`config.mk`:
```
export PLATFORM = sky130hd
export DESIGN_NAME = acc_mac_responder_flat
export DESIGN_NICKNAME = d
export VERILOG_FILES = /design/src/rtl/acc_mac_responder_if.sv /design/src/rtl/acc_mac_responder.sv /design/src/flat_wrapper.sv
export SDC_FILE = /design/constraint.sdc
export NUM_CORES = 1
export LEC_CHECK = 0
export BUFFER_PORTS_ARGS = -buffer_cell sky130_fd_sc_hd__buf_2
export CORE_ASPECT_RATIO = 1.2
export CORE_MARGIN = 5
export CORE_UTILIZATION = 50
export DETAILED_ROUTE_END_ITERATION = 8
export PLACE_DENSITY = 0.78
export RECOVER_POWER = 25
export SLEW_MARGIN = 0
export SYNTH_ARGS = -nofsm -noshare
export SYNTH_HDL_FRONTEND = slang
export SYNTH_SLANG_ARGS = --single-unit
```
`constraint.sdc`:
```
create_clock -name clk_i -period 3.8 [get_ports clk_i]
set_clock_uncertainty 0.2 [all_clocks]
set_input_delay 0.57 -clock clk_i [delete_from_list [all_inputs] [get_ports clk_i]]
set_output_delay 0.57 -clock clk_i [all_outputs]
set_load 0.03 [all_outputs]
```
`src/rtl/acc_mac_responder_if.sv`:
```
// Request/response channel between the accelerator interconnect and a
// responder endpoint. The master side issues requests and accepts responses.
interface acc_mac_responder_if #(
   parameter int DataWidth    = 32,
   parameter int AccAddrWidth = 3,
   parameter int IdWidth      = 8
);
   logic                    q_valid_i;
   logic                    q_ready_o;
   logic [AccAddrWidth-1:0] q_addr_i;
   logic [IdWidth-1:0]      q_id_i;
   logic [1:0]              q_op_i;
   logic [DataWidth-1:0]    q_arga_i;
   logic [DataWidth-1:0]    q_argb_i;
   logic                    p_valid_o;
   logic                    p_ready_i;
   logic [DataWidth-1:0]    p_data_o;
   logic [IdWidth-1:0]      p_id_o;
   logic                    p_error_o;

   modport master (
      output q_valid_i, q_addr_i, q_id_i, q_op_i, q_arga_i, q_argb_i, p_ready_i,
      input  q_ready_o, p_valid_o, p_data_o, p_id_o, p_error_o
   );

   modport slave (
      input  q_valid_i, q_addr_i, q_id_i, q_op_i, q_arga_i, q_argb_i, p_ready_i,
      output q_ready_o, p_valid_o, p_data_o, p_id_o, p_error_o
   );
endinterface

```
`src/rtl/acc_mac_responder.sv`:
```
// Accelerator responder: one request in flight, executes ADD/SUB in one cycle
// and MUL as a fixed DataWidth-cycle shift-add; echoes the request ID.
module acc_mac_responder #(
   parameter int DataWidth    = 32,
   parameter int AccAddrWidth = 3,
   parameter int IdWidth      = 8,
   parameter int AccAddr      = 0
) (
   input logic                clk_i,
   input logic                rst_ni,
   acc_mac_responder_if.slave bus
);
   localparam int CntWidth = $clog2(DataWidth);

   typedef enum logic [1:0] {IDLE, BUSY, RESP} state_e;
   typedef enum logic [1:0] {OP_ADD = 2'b00, OP_SUB = 2'b01, OP_MUL = 2'b10, OP_RSVD = 2'b11} op_e;

   state_e               state_q, state_d;
   logic [DataWidth-1:0] mcand_q, mcand_d;
   logic [DataWidth-1:0] mplier_q, mplier_d;
   logic [DataWidth-1:0] acc_q, acc_d;
   logic [CntWidth-1:0]  cnt_q, cnt_d;
   logic [DataWidth-1:0] p_data_q, p_data_d;
   logic [IdWidth-1:0]   p_id_q, p_id_d;
   logic                 p_error_q, p_error_d;

   logic                 q_ready;
   logic                 accept;
   logic                 addr_ok;
   op_e                  op;
   logic [DataWidth-1:0] acc_sum;

   always_comb begin
      // NOTE: every signal written here gets a default first, so no path can infer a latch.
      state_d   = state_q;
      mcand_d   = mcand_q;
      mplier_d  = mplier_q;
      acc_d     = acc_q;
      cnt_d     = cnt_q;
      p_data_d  = p_data_q;
      p_id_d    = p_id_q;
      p_error_d = p_error_q;
      q_ready   = 1'b0;
      op        = op_e'(bus.q_op_i);
      addr_ok   = (bus.q_addr_i == AccAddrWidth'(AccAddr));
      acc_sum   = acc_q + (mplier_q[0] ? mcand_q : '0);

      case (state_q)
         IDLE: q_ready = 1'b1;
         BUSY: begin
            acc_d    = acc_sum;
            mcand_d  = mcand_q << 1;
            mplier_d = mplier_q >> 1;
            cnt_d    = cnt_q + CntWidth'(1);
            // Fixed iteration count: no early exit when the multiplier runs out of ones.
            if (cnt_q == CntWidth'(DataWidth - 1)) begin
               p_data_d  = acc_sum;
               p_error_d = 1'b0;
               state_d   = RESP;
            end
         end
         RESP: begin
            q_ready = bus.p_ready_i;
            if (bus.p_ready_i) state_d = IDLE;
         end
         default: state_d = IDLE;
      endcase

      accept = bus.q_valid_i && q_ready;

      if (accept) begin
         p_id_d    = bus.q_id_i;
         p_error_d = 1'b0;
         state_d   = RESP;
         if (!addr_ok || op == OP_RSVD) begin
            p_data_d  = '0;
            p_error_d = 1'b1;
         end else begin
            case (op)
               OP_ADD: p_data_d = bus.q_arga_i + bus.q_argb_i;
               OP_SUB: p_data_d = bus.q_arga_i - bus.q_argb_i;
               default: begin
                  mcand_d  = bus.q_arga_i;
                  mplier_d = bus.q_argb_i;
                  acc_d    = '0;
                  cnt_d    = '0;
                  state_d  = BUSY;
               end
            endcase
         end
      end
   end

   // NOTE: sequential state uses non-blocking assignments so every register samples pre-edge values.
   always_ff @(posedge clk_i or negedge rst_ni) begin
      if (!rst_ni) begin
         // NOTE: datapath registers are reset too, so a dropped operation leaves no residue on p_*.
         state_q   <= IDLE;
         mcand_q   <= '0;
         mplier_q  <= '0;
         acc_q     <= '0;
         cnt_q     <= '0;
         p_data_q  <= '0;
         p_id_q    <= '0;
         p_error_q <= 1'b0;
      end else begin
         state_q   <= state_d;
         mcand_q   <= mcand_d;
         mplier_q  <= mplier_d;
         acc_q     <= acc_d;
         cnt_q     <= cnt_d;
         p_data_q  <= p_data_d;
         p_id_q    <= p_id_d;
         p_error_q <= p_error_d;
      end
   end

   assign bus.q_ready_o = q_ready;
   assign bus.p_valid_o = (state_q == RESP);
   assign bus.p_data_o  = p_data_q;
   assign bus.p_id_o    = p_id_q;
   assign bus.p_error_o = p_error_q;
endmodule
```
`src/flat_wrapper.sv`:
```
// flat-port wrapper written by rule: the top's interface ports become plain ports
module acc_mac_responder_flat 
#(
   parameter int DataWidth    = 32,
   parameter int AccAddrWidth = 3,
   parameter int IdWidth      = 8,
   parameter int AccAddr      = 0
)
  (clk_i, rst_ni, bus_q_valid_i, bus_q_addr_i, bus_q_id_i, bus_q_op_i, bus_q_arga_i, bus_q_argb_i, bus_p_ready_i, bus_q_ready_o, bus_p_valid_o, bus_p_data_o, bus_p_id_o, bus_p_error_o);
  acc_mac_responder_if #(.DataWidth(DataWidth), .AccAddrWidth(AccAddrWidth), .IdWidth(IdWidth)) bus_i ();
  input logic clk_i;
  input logic rst_ni;
  input wire logic [$bits(bus_i.q_valid_i)-1:0] bus_q_valid_i;
  input wire logic [$bits(bus_i.q_addr_i)-1:0] bus_q_addr_i;
  input wire logic [$bits(bus_i.q_id_i)-1:0] bus_q_id_i;
  input wire logic [$bits(bus_i.q_op_i)-1:0] bus_q_op_i;
  input wire logic [$bits(bus_i.q_arga_i)-1:0] bus_q_arga_i;
  input wire logic [$bits(bus_i.q_argb_i)-1:0] bus_q_argb_i;
  input wire logic [$bits(bus_i.p_ready_i)-1:0] bus_p_ready_i;
  output wire logic [$bits(bus_i.q_ready_o)-1:0] bus_q_ready_o;
  output wire logic [$bits(bus_i.p_valid_o)-1:0] bus_p_valid_o;
  output wire logic [$bits(bus_i.p_data_o)-1:0] bus_p_data_o;
  output wire logic [$bits(bus_i.p_id_o)-1:0] bus_p_id_o;
  output wire logic [$bits(bus_i.p_error_o)-1:0] bus_p_error_o;
  assign bus_i.q_valid_i = bus_q_valid_i;
  assign bus_i.q_addr_i = bus_q_addr_i;
  assign bus_i.q_id_i = bus_q_id_i;
  assign bus_i.q_op_i = bus_q_op_i;
  assign bus_i.q_arga_i = bus_q_arga_i;
  assign bus_i.q_argb_i = bus_q_argb_i;
  assign bus_i.p_ready_i = bus_p_ready_i;
  assign bus_q_ready_o = bus_i.q_ready_o;
  assign bus_p_valid_o = bus_i.p_valid_o;
  assign bus_p_data_o = bus_i.p_data_o;
  assign bus_p_id_o = bus_i.p_id_o;
  assign bus_p_error_o = bus_i.p_error_o;
  acc_mac_responder #(.DataWidth(DataWidth), .AccAddrWidth(AccAddrWidth), .IdWidth(IdWidth), .AccAddr(AccAddr)) u_core (.clk_i(clk_i), .rst_ni(rst_ni), .bus(bus_i));
endmodule
```
==> metrics.cfg <==
[worst_setup_path]
endpoint_kind = flop
crit_required_ns = 3.89
crit_buf_inv = 1
crit_chain = buf_6 -> or3_4 -> or4_4 -> or2_4 -> or3_4 -> nand2_2 -> xor2_1 -> ha_1 -> and3_4 -> and2_4 -> a221o_1 -> a2111oi_4 -> a21oi_2 -> a311oi_2 -> xor2_1 -> o22ai_1
worstPathMaxFanout = 4
slowest_stage = or4_4
arrival_ns = 4.45
max_stage_delay_ns = 0.52
cp_top_family = simple AND/OR/NAND/NOR gates
critPathKind = input port to flop
crit_path_start_kind = input port

[cells_and_area]
regArea_mm2 = 0.003603
layout.nets = 1631
multiInputGateArea_mm2 = 0.007088
layout_common_cells = nand2_1, dfrtp_1, buf_4, buf_2, a21oi_1
final_area_mm2 = 0.01348
fill_cells = 1603
area_growth_syn_to_layout_pct = 26.48
antenna_cells = 0
fin_util = 0.6425
final_cells = 1765
layout_commonest_cell = nand2_1
drive_gt1_frac = 0.2562

[sta]
setup_tns_ns = -5.735
rsz0062_at_grt = true
max-slew-margin-rel = -0.4387
finalCritPeriodShare = 1.149
setup_violations = 16
worstMarginPinSlew_ns = 2.158
fin_crit_ns = 4.365
hold_viol = 0
fmax_mhz = 229.1
timing.final.ws_setup_ns = -0.5647
slew_viol_final = 83

[clock_network]
clockBufferDepth = 2
cts_buffers = 17
clockRootBuffer = clkbuf_16
insertion_delay_ns = 0.44
cts_tree = built
clock_sinks = 144
clk_pin_slew_ns = 0.06
cts_hold_repair.buffers = 0
h-tree-depth = 4

[grt]
grt_pass1_vias = 10451
antenna_found_initial = 0
grt_use_total = 0.2660
top_usage_layer = met2
grtUsageMet2 = 0.4518
use_met3 = 0.03598
grt_start_max_net_pins = 92
grt_pass1_wl_um = 52270
overflow = 0
globalRouteMet1Util = 0.3452

[routing]
vias_per_cell = 6.012
drt-total-wl_um = 32720
antenna_left = 0
drtPass1Iterations = 7
route.vias.total = 10612
avgRoutedWirePerCell_um = 18.54
drtIter0Drc = 1130
route.detailed.drc = 0

[logic_synthesis]
synthesis.nets = 1415
synth_seq_cells = 144
yosysWarnings = 0
synth_top_area_cell = dfrtp_1
synth_seq_area_share = 0.3382
synthCells = 1267
ys_types = 69
synth_ff_type = dfrtp_1
synthesis.area_mm2 = 0.01065
synth_top_area_frac = 0.3382
async_flop_share = 1.000
synth_area_per_cell_um2 = 8.409
synth-edff-count = 0
ys_top_cells_by_area = dfrtp_1, ha_1, nand2_1, mux2i_1, a21oi_1

[floorplan]
io_pins = 124
die_w_um = 143.3
rows = 58
start_util = 0.5080
coreArea_mm2 = 0.02097
die_area_mm2 = 0.02434
die_h_um = 169.9

[status]
status = complete, but fails checks
failed_checks = max-capacitance violations, max-slew violations, negative setup slack

[power]
ir_drop_mv = 0.4283
combPwrFrac = 0.545
p_sw_frac = 0.4394
power.density_mw_per_mm2 = 670.4
p_seq_frac = 0.268
p_leak_uw = 0.005927
p_int_uw = 5065
p_sw_uw = 3970
p_clk_frac = 0.187

[place]
place_ws_ns = -1.088
placed_area_mm2 = 0.01251
port_buffers = 123
gp_congestion = 0.9506
dp_hpwl_um = 23480
dp_cells = 1724

[min_path]
hp-class = input port to flop

[flow_run]
maxCapViolCount = 1

## per-stage QoR
| step | hold WS, ns | power [uW] |
|---|---|---|
| floorplan | 0.07441 | 5698 |
| global placement | 0.2820 | 6927 |
| detailed placement | 0.2865 | 7065 |
| CTS | 0.02028 | 8867 |
| global route | 0.1175 | 9650 |
| finish | 0.1248 | 9034 |
## Yosys cell counts (all sizes together), types with 7 or more instances
master and instances:
a211oi 19, a21o 20, a21oi 107, a221oi 10, a311oi 9, and2 36, and3 14, buf 10
clkbuf 61, dfrtp 144, ha 65, inv 23, mux2 8, mux2i 71, nand2 206, nand2b 8
nand3 23, nand4 10, nor2 71, nor2b 13, nor3 24, o211ai 8, o21a 11, o21ai 107
o21bai 7, o31ai 9, or3 13, xnor2 37, xor2 45
## cell families (layout without fill, tap and decap cells)
logic type / count (synthesis) / in the layout / synth area share
AO/OA/AOI/OAI: 357 / 357 / 0.2103
XOR/XNOR: 82 / 82 / 0.06741
adder cells (fa/ha/maj): 67 / 67 / 0.08009
buffers and inverters: 94 / 322 / 0.03312
flip-flops: 144 / 144 / 0.3382
multiplexers: 79 / 79 / 0.07516
AND/OR/NAND/NOR: 444 / 444 / 0.1957
## sequential cells by signal, summed over array words and instances, names as in the netlist
register              cells
u_core.acc_q             32
u_core.bus.p_data_o      32
u_core.bus.p_error_o      1
u_core.bus.p_id_o         8
u_core.cnt_q              5
u_core.mcand_q           32
u_core.mplier_q          32
u_core.state_q            2
## final timing paths
| check | start | end | slack, ns | cells past startpoint |
|---|---|---|---|---|
| max | bus_q_argb_i[7] | u_core.bus.p_data_o[26]$_DFF_PN0_ | -0.56 | 16 |
| min | bus_p_ready_i | u_core.state_q[1]$_DFFE_PN0P_ | 0.12 | 2 |
| max reg2reg | u_core.mcand_q[0]$_DFF_PN0_ | u_core.bus.p_data_o[28]$_DFF_PN0_ | 0.10 | 13 |
| min reg2reg | u_core.bus.p_id_o[1]$_DFFE_PN0P_ | u_core.bus.p_id_o[1]$_DFFE_PN0P_ | 0.30 | 1 |
| max in group asynchronous | rst_ni | u_core.acc_q[17]$_DFF_PN0_ | 1.58 | 1 |
| min in group asynchronous | rst_ni | u_core.bus.p_id_o[6]$_DFFE_PN0P_ | 0.56 | 1 |
## what timing repair did
| item | CTS | global route |
|---|---|---|
| pin swaps | 32 | 31 |
| setup buffers | 5 | 8 |
| endpoints found under the setup margin | 17 | 19 |
| hold endpoints to repair | 0 | 0 |
| gates resized for setup | 33 | 34 |
## area by class of cell
class	instances	share of cell area
inverter	23	0.006407
clock inverter	11	0.009842
sequential	144	0.2674
clock buffer	20	0.03315
multi-input combinational	1029	0.5260
tap	270	0.02507
timing repair buffer	268	0.1321
## layer usage
metal	part of all wire	wire, um
met1	0.41	13570
met2	0.49	16170
met3	0.059	1924
met4	0.032	1047
met5	0	0
## power by group through the flow
stage	clock network, uW	registers [uW]	logic [uW]
CTS	1700	2410	4760
finish	1690	2420	4930
global placement	0	2410	4520
floorplan	0	2450	3250
detailed placement	0	2430	4640
global route	1770	2480	5400
No activity file was read; power rests on OpenSTA's default activity.
